### config.mk
export PLATFORM = sky130hd
export DESIGN_NAME = alu_op_sequencer
export DESIGN_NICKNAME = d
export VERILOG_FILES = /design/src/rtl/alu_op_sequencer.sv
export SDC_FILE = /design/constraint.sdc
export NUM_CORES = 1
export LEC_CHECK = 0
export BUFFER_PORTS_ARGS = -buffer_cell sky130_fd_sc_hd__buf_2
export CORE_MARGIN = 2
export CORE_UTILIZATION = 58
export DETAILED_ROUTE_END_ITERATION = 6
export PLACE_DENSITY = 0.79
export SETUP_SLACK_MARGIN = 0.15
export SLEW_MARGIN = 20
export SYNTH_ARGS = -nofsm -noshare
export SYNTH_HDL_FRONTEND = slang
export SYNTH_SLANG_ARGS = --single-unit
### constraint.sdc
create_clock -name i_clk -period 2.2 [get_ports i_clk]
set_input_delay 0.22 -clock i_clk [delete_from_list [all_inputs] [get_ports i_clk]]
set_output_delay 0.22 -clock i_clk [all_outputs]
set_load 0.05 [all_outputs]
### src/rtl/alu_op_sequencer.sv
// Issue/writeback sequencer for a 16-bit combinational ALU: reads operands from an internal
// register file, drives one-hot selects and operand buses, and writes bus3 back to the file.
module alu_op_sequencer #(
  parameter int WIDTH = 16,
  parameter int NREGS = 8,
  localparam int AW = $clog2(NREGS)
) (
  input  logic             i_clk,
  input  logic             i_rst,
  input  logic             i_instr_valid,
  output logic             o_instr_ready,
  input  logic [3:0]       i_opcode,
  input  logic [AW-1:0]    i_rd,
  input  logic [AW-1:0]    i_rs1,
  input  logic [AW-1:0]    i_rs2,
  input  logic             i_imm_en,
  input  logic [WIDTH-1:0] i_imm,
  output logic             o_passthrough,
  output logic             o_add,
  output logic             o_sub,
  output logic             o_shr,
  output logic             o_shl,
  output logic             o_band,
  output logic             o_bor,
  output logic             o_bxor,
  output logic             o_bnegate,
  output logic [WIDTH-1:0] o_bus1,
  output logic [WIDTH-1:0] o_bus2,
  input  logic [WIDTH-1:0] i_bus3,
  output logic             o_wb_valid,
  output logic [AW-1:0]    o_wb_addr,
  output logic [WIDTH-1:0] o_wb_data,
  output logic             o_zero_flag,
  output logic             o_illegal_op,
  input  logic [AW-1:0]    i_dbg_addr,
  output logic [WIDTH-1:0] o_dbg_data
);

  typedef enum logic [1:0] {S_IDLE, S_EXEC, S_WB} state_t;

  state_t           r_state;
  state_t           w_next;
  logic             w_accept;
  logic             w_legal;
  logic [8:0]       w_sel;
  logic [3:0]       r_opcode;
  logic [AW-1:0]    r_rd;
  logic [WIDTH-1:0] r_op_a;
  logic [WIDTH-1:0] r_op_b;
  logic [WIDTH-1:0] r_result;
  logic [WIDTH-1:0] r_regs [NREGS];
  logic             r_wb_valid;
  logic [AW-1:0]    r_wb_addr;
  logic [WIDTH-1:0] r_wb_data;
  logic             r_zero_flag;
  logic             r_illegal_op;

  assign w_legal = (i_opcode <= 4'd8);

  always_ff @(posedge i_clk) begin
    if (i_rst) r_state <= S_IDLE;
    else       r_state <= w_next;
  end

  // Select bit index equals the opcode, so a one-hot shift decodes all nine ops.
  always_comb begin
    w_next        = r_state;
    w_accept      = 1'b0;
    w_sel         = '0;
    o_instr_ready = 1'b0;
    o_bus1        = '0;
    o_bus2        = '0;
    case (r_state)
      S_IDLE: begin
        o_instr_ready = 1'b1;
        if (i_instr_valid) begin
          w_accept = 1'b1;
          if (w_legal) w_next = S_EXEC;
        end
      end
      S_EXEC: begin
        w_sel  = 9'b1 << r_opcode;
        o_bus1 = r_op_a;
        o_bus2 = r_op_b;
        w_next = S_WB;
      end
      S_WB:    w_next = S_IDLE;
      default: w_next = S_IDLE;
    endcase
  end

  assign {o_shl, o_shr, o_bnegate, o_bxor, o_bor, o_band, o_sub, o_add, o_passthrough} = w_sel;

  // Writeback is registered at the WB exit edge so a reset during WB suppresses it.
  always_ff @(posedge i_clk) begin
    if (i_rst) begin
      for (int i = 0; i < NREGS; i++) r_regs[i] <= '0;
      r_opcode     <= '0;
      r_rd         <= '0;
      r_op_a       <= '0;
      r_op_b       <= '0;
      r_result     <= '0;
      r_wb_valid   <= 1'b0;
      r_wb_addr    <= '0;
      r_wb_data    <= '0;
      r_zero_flag  <= 1'b0;
      r_illegal_op <= 1'b0;
    end else begin
      r_wb_valid   <= 1'b0;
      r_illegal_op <= 1'b0;
      if (w_accept) begin
        if (w_legal) begin
          r_opcode <= i_opcode;
          r_rd     <= i_rd;
          r_op_a   <= r_regs[i_rs1];
          r_op_b   <= i_imm_en ? i_imm : r_regs[i_rs2];
        end else begin
          r_illegal_op <= 1'b1;
        end
      end
      if (r_state == S_EXEC) r_result <= i_bus3;
      if (r_state == S_WB) begin
        r_regs[r_rd] <= r_result;
        r_wb_valid   <= 1'b1;
        r_wb_addr    <= r_rd;
        r_wb_data    <= r_result;
        r_zero_flag  <= (r_result == '0);
      end
    end
  end

  assign o_wb_valid   = r_wb_valid;
  assign o_wb_addr    = r_wb_addr;
  assign o_wb_data    = r_wb_data;
  assign o_zero_flag  = r_zero_flag;
  assign o_illegal_op = r_illegal_op;
  assign o_dbg_data   = r_regs[i_dbg_addr];

endmodule

Word-level counts from Yosys, hierarchy flattened:

Memories as Yosys holds them, arrays and structs flattened. A register that Yosys moved wholly into a read port is not among the register bits.
Index checks and enable logic that the tools add are counted.

* $lt $le $gt $ge: 1
* equal/unequal tests: 4
* shift-type cells: 1
* muxes and demuxes: 19
* bitwise logic cells: 1
* reductions and logical operators: 6

Operators by type and width (number)
* $mux W16: 4
* $logic_not A16 Y1: 1
* $reduce_or A16 Y1: 1
* $mux W1: 10
* $mux W9: 1
* $shl A1 B4 Y9 const A: 1
* $le A4 B4 Y1 const B: 1
* $mux W2: 2
* $ne A2 B2 Y1 const B: 2
* $pmux W2 S2: 1
* $reduce_and A2 Y1: 2
* $mux W3: 1
* $eq A2 B1 Y1 const B: 1
* $eq A2 B2 Y1 const B: 1
* $logic_not A2 Y1: 1
* $reduce_or A2 Y1: 1
* $not A1 Y1: 1

* bits in registers: 63
* RAM bits: 128
* bits of input ports: 52
* output and inout bits: 80
* word-level logic and storage cells: 43
* memories: 1

Memory list
* r_regs: words 8, width 16, read ports 3, clocked after Yosys merged registers in 1, wr ports 8, line 51 `logic [WIDTH-1:0] r_regs [NREGS];`

Logic depth before layout (Yosys ltp):

Gate-level depths: netlist of run 1.

* depth in word-level cells: 6
* depth in mapped cells: 7

Worst setup path after synthesis of run 1:

No wires, ideal clock.

* kind: register -> output
* start point: register r_state[0]
* end point: output o_sub
* data arrival time: 2530 ps
* setup slack: -550 ps
* cell stages (with the launch flop): 5
* cell sequence: dfxtp_1 nor2b_1 clkbuf_1 nand2_1 nor4_1

* longest elaborated chain between the ends: 2

Ends and longest elaborated chain
* from (decl): line 41 `state_t r_state;`
* from (signal assigned): line 62 `else r_state <= w_next;`
* $eq A2 B1 Y1: line 73 `case (r_state)`
* $mux W9: line 73
* to (decl): line 20 `output logic o_sub,`

Every way passes these cells.

==> impl_metrics.tcl, run 1 <==
set metrics [dict create \
    clk_path_buf_depth 3 \
    hp-class "primary input to flop" \
    synthMuxAreaShare 0.235 \
    drive_gt1_frac 0.333 \
    pwr-share-comb 0.142 \
    cap_violations 0 \
    cts_tree "yes" \
    tns_ns 0 \
    core-area_mm2 0.0187 \
    p_int_mw 6.93 \
    power_density_mw_per_mm2 678 \
    synth_top_family_by_area "multiplexers" \
    worst_hold_slack_ns 0.0383 \
    fin_area_mm2 0.0136 \
    relSlewSlack 0.523 \
    worstSetupStartpointType "flop" \
    grt_overflow 0 \
    synth_most_common_cell "and2_1" \
    netlist.area_leader.share 0.347 \
    critPathTopFamily "multiplexers" \
    synth_area_leaders "edfxtp_1, dfxtp_1, mux4_2" \
    area_growth_pct 22.5 \
    wl_per_cell_um 22.7 \
    syn_inst 906 \
    drt-total-wl_um 30100 \
    power_mw 9.20 \
    max_freq_mhz 461 \
    hold_end "r_opcode[0]" \
    p_leak_nw 5.48 \
    crit_chain "mux4_2 > mux2_4 > buf_6" \
    grt_util_all_layers 0.297 \
    synth_fa_ha_area_frac 0 \
    crit_type "flop to output pin" \
    die_area_mm2 0.0202 \
    swShare 0.246 \
    synth-main-ff-cell "edfxtp_1" \
    viasPerCell 6.23 \
    root_buffer "clkbuf_16" \
    gp_congestion 0.841 \
    postSynthRegisterBits 207 \
    grt_pass1_vias 7856 \
    synthSimpleGateAreaFrac 0.175 \
    required_ns 1.98 \
    status "finished, final reports clean" \
    synth_xor_area_frac 0 \
    clock_latency_ns 0.50 \
    peakVddDrop_mv 0.505 \
    setup_viol 0 \
    netSwitchingPower_mw 2.27 \
    async_flop_share 0 \
    layout.nets 1131 \
    ys_top_cells_by_count "and2_1, edfxtp_1, nand2_1" \
    clock-sinks 207 \
    worstHoldPathCells 3 \
    grt_setup_unrepaired "true" \
    slowest_stage "mux4_2" \
    drt_pre_antenna_iters 5 \
    yosysWarnings 0 \
    r2r_start "r_regs[6][4]" \
    clk_pin_slew_worst_paths_ns 0.06 \
    drc 0 \
    clockPowerShare 0.379 \
    grt_max_degree 48 \
    hold_viol 0 \
    fin_crit_ns 2.17 \
    crit_arrival_ns 1.95 \
    vias 8274 \
    r2r-end "r_op_a[4]" \
    synth_nets 958 \
    io_pins 132 \
    initialDrtViolationCount 896 \
    ff2ff_path_depth 5 \
    synth_top_area_cell "edfxtp_1" \
    dp_hpwl_um 18600 \
    grt_pass1_wl_um 45200 \
    post_dp_cell_area_mm2 0.0121 \
    port_buffers 131 \
    ant_nets 0 \
    worstMarginPinSlew_ns 0.715 \
    start_util 0.592 \
    finalClockSkew_ns 0.0146 \
    syn_avg_cell_area_um2 12.2 \
    row_count 50 \
    synth-edff-count 128 \
    r2r_setup_slack_ns 0.32 \
    worst-path-max-fanout 3 \
    num_antenna_cells 0 \
    hold_start "i_opcode[0]" \
    yosysUniqueCellTypes 38 \
    syn_area_mm2 0.0111 \
    seqPwrFrac 0.478 \
    critPathMaxStageDelay_ns 0.52 \
    synth_compound_area_frac 0.0634 \
    slew_viol_final 0 \
    grt_antenna_before_repair 0 \
    crit_buf_inv 1 \
    die_height_um 142 \
    cts_max_level 1 \
    crit_path_end_kind "output pin" \
    period_share 0.987 \
    cts_buffers 22 \
    yosysSeqAreaShare 0.490 \
    fp.dieW_um 142 \
]
-- layout by cell type, fill, tap and decap left out, drive strengths merged --
master       count
nor3b            2
buf            211
and2           160
dlygate4sd3     22
o211ai          16
or2              9
mux2            32
or3b             1
or3              1
clkbuf          40
o31ai            1
o21a             1
nand4            1
clkinv           2
a22oi            1
dfxtp           79
nand3b           1
edfxtp         128
nand3            2
nor2b            3
nor2            33
nand2b          23
mux2i           31
nor3            23
nand2          100
nor4             5
a21oi           55
a211oi          16
mux4            81
o22ai           15
-- through the flow --
stage,worst slack [ns],std cells,util
6_report,0.0293,1329,0.725
3_5_place_dp,0.287,1224,0.649
5_1_grt,0.00850,1329,0.725
4_1_cts,0.0990,1318,0.719
3_3_place_gp,0.321,1224,0.649
2_1_floorplan,0.0116,906,-
-- registers in the layout, indices dropped and copies added, names as in the netlist, 2 cells and up --
| name | cells |
|---|---|
| r_opcode | 4 |
| r_op_a | 16 |
| r_rd | 3 |
| o_wb_addr | 3 |
| r_op_b | 16 |
| r_regs | 128 |
| r_result | 16 |
| o_wb_data | 16 |
| r_state | 2 |
-- worst max-delay path by stage --
stage / start / to / slack [ns] / cells after the start
after global placement: i_dbg_addr[0] / o_dbg_data[11] / 0.32 / 5
after floorplan: r_state[0] / o_sub / 0.01 / 4
final: r_regs[6][12] / o_dbg_data[12] / 0.03 / 3
after detailed placement: i_dbg_addr[0] / o_dbg_data[11] / 0.29 / 5
after CTS: r_regs[7][4] / o_dbg_data[4] / 0.1 / 3
after global routing: r_regs[6][12] / o_dbg_data[12] / 0.009 / 3
-- power by group through the flow --
stage,clock network [mW],registers (mW),logic [mW]
6_report,3.49,4.40,1.31
5_1_grt,3.72,4.42,1.38
4_1_cts,3.52,4.39,1.28
3_5_place_dp,0,4.48,1.14
3_3_place_gp,0,4.47,1.13
2_1_floorplan,0,4.41,0.835
-- cells by family after synthesis --
kind of cell,count (synthesis)
buffers and inverters,86
DFF,207
AOI/OAI and AO/OA,105
muxes,144
and+or+nand+nor,364
-- worst min-delay path, delay by kind of cell --
family | cells | cell delay [ns]
buf+inv | 1 | 0.11
compound gates | 1 | 0.07
simple gates | 1 | 0.08
-- metal layers --
metal / track usage / wire, um / share of wire
met1: 0.399 / 11800 / 0.39
met3: 0.0545 / 2710 / 0.090
met2: 0.496 / 14700 / 0.49
met4: 0.0921 / 896 / 0.030
met5: 0 / 0 / 0
-- repair_timing --
item,CTS,global route
endpoints found under the hold margin,22,0
hold buffers,22,0
buffers inserted,32,11
resized for setup,51,10
setup endpoints to repair,47,45
-- cell type report --
cell class / count / area (um2)
Timing Repair Buffer: 235 / 1810
Clock buffer: 38 / 673
Tap cell: 234 / 293
Clock inverter: 2 / 8.76
Fill cell: 1221 / 5140
Sequential cell: 207 / 5430
Multi-Input combinational cell: 613 / 5350
(Power assumes the default switching activity.)
==> run 2: changes to the inputs <==
Settings changed: CORE_ASPECT_RATIO from default to 0.6, CORE_UTILIZATION 58 to 55, PLACE_DENSITY 0.79 to 0.76.
==> impl_metrics.tcl, run 2 (synthesis gave the netlist of run 1 again) <==
set metrics [dict create \
    drt-total-wl_um 33400 \
    relSlewSlack 0.516 \
    grt_antenna_before_repair 1 \
    fin_crit_ns 2.16 \
    fp.dieW_um 187 \
    final_cell_mix "and2_1, edfxtp_1, nand2_1" \
    drc 0 \
    required_ns 1.98 \
    cts_tree "yes" \
    setup_viol 0 \
    root_buffer "clkbuf_16" \
    clock_latency_ns 0.50 \
    grt_util_met2 0.461 \
    cap_violations 0 \
    clk_path_buf_depth 3 \
    globalRouteMet3Util 0.118 \
    viasPerCell 6.16 \
    cts_buffers 20 \
    num_antenna_cells 0 \
    die_height_um 114 \
    grt_setup_unrepaired "true" \
    hp-class "primary input to flop" \
    die_area_mm2 0.0213 \
    grt_pass1_wl_um 49700 \
    p_leak_nw 5.53 \
    met1_usage 0.435 \
    worstMarginPinSlew_ns 0.726 \
    top_usage_layer "met2" \
    drt_pre_antenna_iters 5 \
    grt_pass1_vias 8228 \
    finalClockSkew_ns 0.00644 \
    core-area_mm2 0.0199 \
    grt_max_degree 48 \
    final_common_cell "and2_1" \
    vias 8471 \
    peakVddDrop_mv 0.507 \
    largest_register_ffs 128 \
    dp_hpwl_um 21200 \
    layout.nets 1140 \
    grt_overflow 0 \
    clock-sinks 207 \
    status "finished, final reports clean" \
    clockPowerShare 0.396 \
    io_pins 132 \
    max_freq_mhz 462 \
    worstSetupStartpointType "flop" \
    start_util 0.557 \
    p_int_mw 7.15 \
    initialDrtViolationCount 874 \
    crit_type "flop to output pin" \
    drive_gt1_frac 0.345 \
    swShare 0.251 \
    nFillCells 1376 \
    clk_pin_slew_worst_paths_ns 0.06 \
    area_growth_pct 24.4 \
    hold_viol 0 \
    cts_max_level 1 \
    power_density_mw_per_mm2 694 \
    period_share 0.984 \
    crit_path_end_kind "output pin" \
    worst-path-max-fanout 3 \
    gp_congestion 0.879 \
    slew_viol_final 0 \
    wl_per_cell_um 24.3 \
    grt_util_all_layers 0.310 \
    r2r_setup_slack_ns 0.32 \
    ant_nets 0 \
    pwr-share-comb 0.142 \
    tns_ns 0 \
    largest_register "r_regs" \
    row_count 40 \
    netSwitchingPower_mw 2.40 \
    seqPwrFrac 0.461 \
    crit_arrival_ns 1.94 \
    port_buffers 131 \
    power_mw 9.56 \
]
[run 2: cell count changes in the layout (fill, tap and decap cells not counted), sizes merged]
cell         change
clkinv           +2
dlygate4sd3      -2
bufinv           +3
clkbuf           +2
buf              +2
[run 2: power groups by stage]
stage	clock network [mW]	logic, mW	registers (mW)
floorplan	0	0.835	4.41
global route	3.94	1.43	4.42
CTS	3.79	1.33	4.39
finish	3.79	1.36	4.41
detailed placement	0	1.20	4.49
global placement	0	1.18	4.48
[run 2: stage by stage]
stage,util,instances,hold WS [ns],worst slack (ns),instance area [um2]
after floorplan,-,906,0.356,0.0116,11100
after global placement,0.620,1275,0.438,0.248,12300
after detailed placement,0.620,1275,0.442,0.189,12300
after CTS,0.688,1368,0.000793,0.0698,13700
after global routing,0.693,1375,0.0102,0.0153,13800
final,0.693,1375,0.00513,0.0358,13800
[run 2: metal layers]
layer | vias to the layer above | wire (um)
met5 | - | 0
met4 | 0 | 675
met3 | 66 | 5060
met2 | 583 | 14200
met1 | 4121 | 13400
li1 | 3701 | -
[run 2: final timing paths]
check,end,from,cells after the start
worst max-delay path,o_dbg_data[14],r_regs[4][14],3
worst min-delay path,r_rd[0],i_rd[0],3
worst max register to register,r_op_a[1],r_state[1],7
worst min register to register,r_op_b[15],r_op_b[15],2
[run 2: area by class of cell]
type	count	area, um2	share of cell area
Multi-Input combinational cell	613	5330	0.387
Clock buffer	29	607	0.0441
Sequential cell	207	5430	0.394
Tap cell	273	342	0.0248
Timing Repair Buffer	246	1950	0.142
Clock inverter	7	113	0.00818
[run 2: worst max-delay path, cell delays in order, from the launching register on]
cell and delay (ns):
edfxtp_1 0.45, mux4_2 0.53, mux2_4 0.31, buf_6 0.16
[run 2: repair_timing]
item,in CTS,in global routing
setup endpoints to repair,48,53
hold buffers,20,0
resized for setup,44,22
buffers inserted,37,7
hold endpoints to repair,20,0
